===== src/rtl/transmisor_dac_spi_pkg.sv =====
// Shared types and constants for the filter-to-DAC serial transmitter.
package transmisor_dac_spi_pkg;

  typedef enum logic [1:0] {
    ST_IDLE  = 2'd0,
    ST_LOAD  = 2'd1,
    ST_SHIFT = 2'd2,
    ST_GAP   = 2'd3
  } state_t;

  localparam int FRAME_BITS = 16;
  localparam int DAC_BITS   = 12;

  localparam logic [1:0] PD_NORMAL = 2'b00;
  localparam logic [1:0] PD_1K     = 2'b01;
  localparam logic [1:0] PD_100K   = 2'b10;
  localparam logic [1:0] PD_HIZ    = 2'b11;

  // DAC121S101 word: two don't-care bits, power-down mode, 12-bit code.
  function automatic logic [FRAME_BITS-1:0] build_frame(input logic [1:0] pd,
                                                        input logic [DAC_BITS-1:0] code);
    return {2'b00, pd, code};
  endfunction

endpackage


===== src/rtl/transmisor_dac_spi_sclk_tick_gen.sv =====
// Half-period tick generator for SCLK: one tick every DIV enabled cycles.
module transmisor_dac_spi_sclk_tick_gen #(
  parameter int DIV = 2
) (
  input  logic Clk,
  input  logic Reset_n,
  input  logic en,
  input  logic clr,
  output logic tick
);

  localparam int CW = (DIV > 1) ? $clog2(DIV) : 1;

  logic [CW-1:0] cnt_q, cnt_d;

  assign tick = en && (cnt_q == CW'(DIV - 1));

  always_comb begin
    cnt_d = cnt_q;
    if (clr) begin
      cnt_d = '0;
    end else if (en) begin
      cnt_d = tick ? '0 : cnt_q + CW'(1);
    end
  end

  always_ff @(posedge Clk or negedge Reset_n) begin
    if (!Reset_n) begin
      cnt_q <= '0;
    end else begin
      cnt_q <= cnt_d;
    end
  end

endmodule


===== src/rtl/transmisor_dac_spi.sv =====
// Takes signed filter samples, converts them to 12-bit offset binary and
// shifts them out MSB-first as 16-bit SYNC-framed words to a serial DAC.
module transmisor_dac_spi
  import transmisor_dac_spi_pkg::*;
#(
  parameter int         N       = 25,
  parameter int         DIV     = 2,
  parameter logic [1:0] PD_MODE = PD_NORMAL
) (
  input  logic         Clk,
  input  logic         Reset_n,
  input  logic [N-1:0] Yk,
  input  logic         Bandera_Listo,
  output logic         SCLK,
  output logic         SYNC_n,
  output logic         DIN,
  output logic         Ocupado,
  output logic         Bandera_Enviado,
  output logic         Sobrecarga
);

  state_t                  state_q, state_d;
  logic                    listo_q, listo_d;
  logic                    pending_q, pending_d;
  logic [DAC_BITS-1:0]     hold_q, hold_d;
  logic [FRAME_BITS-1:0]   shift_q, shift_d;
  logic [3:0]              bit_cnt_q, bit_cnt_d;
  logic                    gap_half_q, gap_half_d;
  logic                    sclk_q, sclk_d;
  logic                    sync_n_q, sync_n_d;
  logic                    din_q, din_d;
  logic                    ocupado_q, ocupado_d;
  logic                    enviado_q, enviado_d;
  logic                    sobre_q, sobre_d;

  logic                    new_sample;
  logic                    tick;
  logic [DAC_BITS-1:0]     code;
  logic [FRAME_BITS-1:0]   frame_word;
  logic                    yk_lsbs_unused;

  assign new_sample = Bandera_Listo && !listo_q;
  // Inverting the sign bit maps two's complement onto offset binary.
  assign code       = {~Yk[N-1], Yk[N-2:N-DAC_BITS]};
  assign frame_word = build_frame(PD_MODE, hold_q);
  assign yk_lsbs_unused = ^Yk[N-DAC_BITS-1:0];

  transmisor_dac_spi_sclk_tick_gen #(
    .DIV(DIV)
  ) u_tick (
    .Clk     (Clk),
    .Reset_n (Reset_n),
    .en      ((state_q == ST_SHIFT) || (state_q == ST_GAP)),
    .clr     (state_q == ST_LOAD),
    .tick    (tick)
  );

  always_comb begin
    state_d    = state_q;
    listo_d    = Bandera_Listo;
    pending_d  = pending_q;
    hold_d     = hold_q;
    shift_d    = shift_q;
    bit_cnt_d  = bit_cnt_q;
    gap_half_d = gap_half_q;
    sclk_d     = sclk_q;
    sync_n_d   = sync_n_q;
    din_d      = din_q;
    enviado_d  = 1'b0;
    sobre_d    = 1'b0;

    case (state_q)
      ST_IDLE: begin
        if (new_sample) state_d = ST_LOAD;
      end
      ST_LOAD: begin
        shift_d   = frame_word;
        din_d     = frame_word[FRAME_BITS-1];
        sync_n_d  = 1'b0;
        sclk_d    = 1'b1;
        pending_d = 1'b0;
        bit_cnt_d = '0;
        state_d   = ST_SHIFT;
      end
      ST_SHIFT: begin
        if (tick) begin
          if (sclk_q) begin
            sclk_d = 1'b0;
          end else begin
            // Rising SCLK: DAC has already sampled DIN, so advance the bit.
            sclk_d = 1'b1;
            if (bit_cnt_q == 4'(FRAME_BITS - 1)) begin
              state_d    = ST_GAP;
              sync_n_d   = 1'b1;
              din_d      = 1'b0;
              enviado_d  = 1'b1;
              gap_half_d = 1'b0;
            end else begin
              bit_cnt_d = bit_cnt_q + 4'd1;
              shift_d   = {shift_q[FRAME_BITS-2:0], 1'b0};
              din_d     = shift_q[FRAME_BITS-2];
            end
          end
        end
      end
      ST_GAP: begin
        if (tick) begin
          if (gap_half_q) begin
            gap_half_d = 1'b0;
            state_d    = (pending_q || new_sample) ? ST_LOAD : ST_IDLE;
          end else begin
            gap_half_d = 1'b1;
          end
        end
      end
      default: state_d = ST_IDLE;
    endcase

    // A sample arriving in LOAD is not an overrun: the held one is being consumed now.
    if (new_sample) begin
      hold_d = code;
      if (state_q != ST_IDLE) begin
        if (pending_q && (state_q != ST_LOAD)) sobre_d = 1'b1;
        pending_d = 1'b1;
      end
    end

    ocupado_d = (state_d != ST_IDLE);
  end

  always_ff @(posedge Clk or negedge Reset_n) begin
    if (!Reset_n) begin
      state_q    <= ST_IDLE;
      listo_q    <= 1'b0;
      pending_q  <= 1'b0;
      hold_q     <= '0;
      shift_q    <= '0;
      bit_cnt_q  <= '0;
      gap_half_q <= 1'b0;
      sclk_q     <= 1'b1;
      sync_n_q   <= 1'b1;
      din_q      <= 1'b0;
      ocupado_q  <= 1'b0;
      enviado_q  <= 1'b0;
      sobre_q    <= 1'b0;
    end else begin
      state_q    <= state_d;
      listo_q    <= listo_d;
      pending_q  <= pending_d;
      hold_q     <= hold_d;
      shift_q    <= shift_d;
      bit_cnt_q  <= bit_cnt_d;
      gap_half_q <= gap_half_d;
      sclk_q     <= sclk_d;
      sync_n_q   <= sync_n_d;
      din_q      <= din_d;
      ocupado_q  <= ocupado_d;
      enviado_q  <= enviado_d;
      sobre_q    <= sobre_d;
    end
  end

  assign SCLK            = sclk_q;
  assign SYNC_n          = sync_n_q;
  assign DIN             = din_q;
  assign Ocupado         = ocupado_q;
  assign Bandera_Enviado = enviado_q;
  assign Sobrecarga      = sobre_q;

endmodule

===== config.mk =====
export PLATFORM = sky130hd
export DESIGN_NAME = transmisor_dac_spi
export DESIGN_NICKNAME = d
export VERILOG_FILES = /design/src/rtl/transmisor_dac_spi_pkg.sv /design/src/rtl/transmisor_dac_spi_sclk_tick_gen.sv /design/src/rtl/transmisor_dac_spi.sv
export SDC_FILE = /design/constraint.sdc
export NUM_CORES = 1
export LEC_CHECK = 0
export ABC_AREA = 1
export CAP_MARGIN = 25
export CORE_MARGIN = 3
export CORE_UTILIZATION = 55
export CTS_BUF_LIST = sky130_fd_sc_hd__clkbuf_16
export DETAILED_ROUTE_END_ITERATION = 10
export PLACE_DENSITY = 0.83
export SYNTH_ARGS = -nofsm -noshare
export SYNTH_HDL_FRONTEND = slang
export SYNTH_SLANG_ARGS = --single-unit

===== constraint.sdc =====
create_clock -name Clk -period 2.2 [get_ports Clk]
set_input_delay 0.22 -clock Clk [delete_from_list [all_inputs] [get_ports Clk]]
set_output_delay 0.22 -clock Clk [all_outputs]
set_load 0.01 [all_outputs]

**Word level (Yosys, flattened, before mapping)**

Cells that the tools add are included.

- Reduce and logical (&&, ||, !) cells: 17
- Bitwise operators: 1
- Equality and inequality tests: 10
- $add $sub $neg: 2
- Mux-type cells: 46

Operators by type and width:

| kind | count |
|---|---|
| 15-bit two-way mux | 3 |
| 15-bit case mux with 2 select lines | 1 |
| 1-bit two-way mux | 27 |
| 2-bit two-way mux | 6 |
| 4-bit two-way mux | 3 |
| 2-bit nonzero test | 5 |
| 2-bit by 1-bit != test with 1-bit output (second input constant) | 4 |
| 1-bit case mux with 2 select lines | 4 |
| 2-bit case mux with 4 select lines | 1 |
| 4-bit case mux with 2 select lines | 1 |
| 4-bit AND reduction | 2 |
| 5-bit AND reduction | 1 |
| 4-bit by 1-bit adder with 4-bit output (second input constant) | 1 |
| 2-bit equality test (second input constant) | 2 |
| 4-bit equality test (second input constant) | 1 |
| 2-bit != test (second input constant) | 2 |
| 1-bit logical AND | 3 |
| 3-bit AND reduction | 1 |
| 2-bit by 1-bit equality test with 1-bit output (second input constant) | 1 |
| 2-bit zero test | 1 |
| 1-bit logical OR | 2 |
| 2-bit AND reduction | 1 |
| 1-bit adder (second input constant) | 1 |
| 1-bit zero test | 1 |
| 1-bit inverter | 1 |

- Input port bits: 28
- Register bits: 43
- Output and inout bits: 6

**Longest topological paths before layout**

- Depth after elaboration: 8
- Depth in mapped cells: 7
- Depth with buffers taken out: 7

**By module**

From an unflattened synthesis, not the netlist that was laid out.

- Cell total of the unflattened synthesis: 249
- Area, all modules: 1944.4 µm²

By module, submodules not included:

| module | cells an instance | times used | area an instance (µm²) | sequential area each (µm²) |
|---|---|---|---|---|
| transmisor_dac_spi | 242 | 1 | 1894.3 | 1053.5 |
| transmisor_dac_spi_sclk_tick_gen | 7 | 1 | 50.0 | 25.0 |

**Worst setup path after synthesis**

OpenSTA, ideal clock, no wires.

- Path type: register to register
- Start point: reg bit_cnt_q[0]
- End point: reg shift_q[1]
- Library setup time: 0.074 ns
- Buffers on the path: 1
- Cell stages (with the launch flop): 8
- Arrival: 1.260 ns
- Slack: 0.867 ns
- Path through: dfrtp_1 ha_1 nand3_2 nand3_4 nand2_4 buf_8 nand2_1 o21ai_2

- Cells in the longest elaborated chain, start to end: 3

RTL lines:

| what | RTL line | text |
|---|---|---|
| from (decl) | transmisor_dac_spi.sv:27 | `logic [3:0] bit_cnt_q, bit_cnt_d;` |
| from (signal assigned) | transmisor_dac_spi.sv:152 | `bit_cnt_q <= bit_cnt_d;` |
| 4-bit equality test | transmisor_dac_spi.sv:92 | `if (bit_cnt_q == 4'(FRAME_BITS - 1)) begin` |
| 2-bit != test (no line) | - |  |
| 4-bit AND reduction (no line) | - |  |
| to (signal assigned) | transmisor_dac_spi.sv:151 | `shift_q <= shift_d;` |
| to (decl) | transmisor_dac_spi.sv:26 | `logic [FRAME_BITS-1:0] shift_q, shift_d;` |

Every way passes these cells.
A chain may end at the register's enable or synchronous reset.

**Worst setup path after layout**

- Start point: reg sclk_q, in the netlist SCLK
- End point: out SCLK

RTL lines:

| what | RTL line | text |
|---|---|---|
| from (decl) | transmisor_dac_spi.sv:29 | `logic sclk_q, sclk_d;` |
| from (signal assigned) | transmisor_dac_spi.sv:154 | `sclk_q <= sclk_d;` |
| to (decl) | transmisor_dac_spi.sv:14 | `output logic SCLK,` |

No word-level cell between the ends.

==> flow_summary.yaml <==
timing:
  worst_hold_slack_ns: 0.372
  setup_viol: 0
  min_period_ns: 1.59
  finClkSkew_ns: 0.00365
  tightest_slew_ns: 0.652
  rsz0062_at_grt: "false"
  timing.setup.tns_ns: 0
  worst_slack_ns: 0.613
  drv_slew: 0
  fin_crit_sh: 0.721
  relSlewSlack: 0.564
  hold_viol: 0
  fmax_mhz: 630
global_routing:
  antenna_found_initial: 0
  track_usage: 0.181
  grt_max_degree: 29
  overflow: 0
  grt_pass1_wl_um: 5830
  grt_pass1_vias: 1387
critical_path:
  rr_worst_depth: 6
  cpPeakStageDelay_ns: 0.55
  reg2reg_from: "bit_cnt_q[0]$_DFFE_PN0P_"
  rrSetupSlack_ns: 0.62
  worstPathRequired_ns: 1.98
  startpoint: "SCLK$_DFFE_PN1P_"
  cp.depth: 1
  cp_cell_sequence: "clkdlybuf4s50_1"
  critical_path.endpoint: "SCLK"
  worst-path-buf-inv: 1
  end_kind: "output port"
  start_kind: "flop"
  crit_type: "reg -> out"
  r2r-end: "shift_q[7]$_DFFE_PN0P_"
  crit_family: "flip-flops"
  critPathArrivalTime_ns: 1.37
  cp_max_fo: 4
  slowest_stage: "dfstp_2"
die:
  io_pins: 34
  die_h_um: 65.8
  core_um2: 3390
  num_rows: 21
  start_util: 0.580
  dieArea_um2: 4320
  die_width_um: 65.8
synth:
  ys_warn_count: 0
  ys_types: 24
  netlist_instances: 204
  yosys.area.top_type: "dfrtp_1"
  ys_top_cells_by_area: "dfrtp_1, nand2_1, mux2_2"
  syn_nets: 233
  syn_area_um2: 1960
  syn-mean-instance-area_um2: 9.63
  yosysSeqAreaShare: 0.549
  yosys.area.top_type_share: 0.522
  synth-seq-cells: 43
cells_and_area:
  fill_cells: 248
  mostFrequentLayoutCell: "nand2_1"
  drive_above_1_share: 0.167
  multi_input_area_um2: 728
  fin_area_um2: 2310
  antenna_cells: 0
  final_util: 0.680
  nNetsFinal: 256
  areaGrowthSynthToFinish_pct: 17.4
  fin_cells: 274
  layout_common_cells: "nand2_1, dfrtp_1, inv_1"
  final-seq-area_um2: 1080
drt:
  drt_first_pass_iters: 4
  wl_met3_um: 120
  wire_per_inst_um: 11.7
  drt_wl_total_um: 3210
  wl_met2_um: 1620
  viasPerCell: 5.15
  drc: 0
  vias: 1411
  ant_nets: 0
  drt_iter0_drc: 81
  highest_layer: "met4"
  met1_length_um: 1400
power:
  switching_power_mw: 0.986
  powerDensity_nw_per_um2: 1210
  p_comb_frac: 0.338
  leakagePower_nw: 1.10
  seqPwrFrac: 0.415
  peakVddDrop_mv: 0.728
  pwr-share-clk: 0.247
  p_total_mw: 2.78
  swShare: 0.355
  power.internal_mw: 1.79
cts:
  h-tree-depth: 2
  cts_max_path_buffers: 2
  cts_resized: 0
  post_cts_buffers: 0
  hold_buffers: 1
  clockRootBuffer: "clkbuf_16"
  clk_latency_ns: 0.28
  tritoncts.num_buffers: 5
  cts_tree: "yes"
  path_clk_slew_ns: 0.06
  cts.sinks: 43
placed_design:
  dpl.cell_count: 265
  gp_congestion: 0.775
  dpl.hpwl_um: 2220
  placed_area_um2: 2160
  port_buffers: 20
  pre_cts_ws_ns: 0.471
run_status:
  status: "finished clean"
hold_path:
  hp-class: "in -> async"
run:
  maxCapViolCount: 0
==> per-layer routing <==
layer | track usage | vias up
li1 | - | 709
met1 | 0.208 | 671
met2 | 0.292 | 22
met3 | 0.0684 | 9
met4 | 0.0984 | 0
met5 | 0 | -
==> logic make-up (layout without fill, tap and decap cells) <==
group           after synthesis  count (layout)  synth area share
mux                          11              11            0.0631
buf+inv                      30              54            0.0802
fa+ha+maj                     1               1           0.00637
simple gates                 87              87             0.197
compound gates               32              32             0.104
flops                        43              43             0.549
==> final cells by class <==
cell class / count / share of cell area
Clock buffer: 5 / 0.0543
Clock inverter: 3 / 0.00543
Inverter: 24 / 0.0396
Multi-Input combinational cell: 131 / 0.316
Sequential cell: 43 / 0.468
Tap cell: 46 / 0.0250
Timing Repair Buffer: 22 / 0.0922
==> synthesized netlist by cell type <==
master / count
nand3_1: 16
buf_12: 1
inv_1: 23
a21oi_1: 1
buf_4: 1
nor2_1: 9
dfrtp_1: 41
mux2_2: 11
nand3_2: 1
buf_2: 2
nor3b_1: 1
nand2_2: 1
o21ai_2: 12
ha_1: 1
nand2_4: 1
clkbuf_8: 1
nand2_1: 54
nor3_1: 1
buf_8: 1
nand3_4: 1
nand4_1: 2
clkinv_2: 1
dfstp_2: 2
o21ai_0: 19
==> sequential cells by signal (all words and copies together) (netlist names), 2 cells and up <==
| name | count |
|---|---|
| state_q | 2 |
| bit_cnt_q | 4 |
| shift_q | 15 |
| hold_q | 12 |
==> worst min path at each step <==
stage | from | endpoint | depth (start not counted)
2_1_floorplan | Reset_n | Bandera_Enviado$_DFF_PN0_ | 0
3_3_place_gp | Reset_n | bit_cnt_q[0]$_DFFE_PN0P_ | 1
3_5_place_dp | Reset_n | bit_cnt_q[0]$_DFFE_PN0P_ | 1
4_1_cts | Reset_n | bit_cnt_q[2]$_DFFE_PN0P_ | 2
5_1_grt | Reset_n | hold_q[11]$_DFFE_PN0P_ | 2
6_report | Reset_n | bit_cnt_q[0]$_DFFE_PN0P_ | 2
==> power by group through the flow <==
| stage | clock network (mW) | logic [mW] | registers [mW] |
|---|---|---|---|
| 2_1_floorplan | 0 | 0.798 | 1.15 |
| 3_3_place_gp | 0 | 0.912 | 1.16 |
| 3_5_place_dp | 0 | 0.942 | 1.17 |
| 4_1_cts | 0.704 | 0.950 | 1.15 |
| 5_1_grt | 0.745 | 1.08 | 1.18 |
| 6_report | 0.686 | 0.939 | 1.15 |
==> worst register-to-register path, delay by kind of cell (launching register included) <==
| family | cells | cell delay [ns] |
|---|---|---|
| flip-flops | 1 | 0.43 |
| AND/OR/NAND/NOR | 4 | 0.75 |
| adder cells (fa/ha/maj) | 1 | 0.26 |
| AO/OA/AOI/OAI | 1 | 0.07 |
No activity file was read; power rests on OpenSTA's default activity.
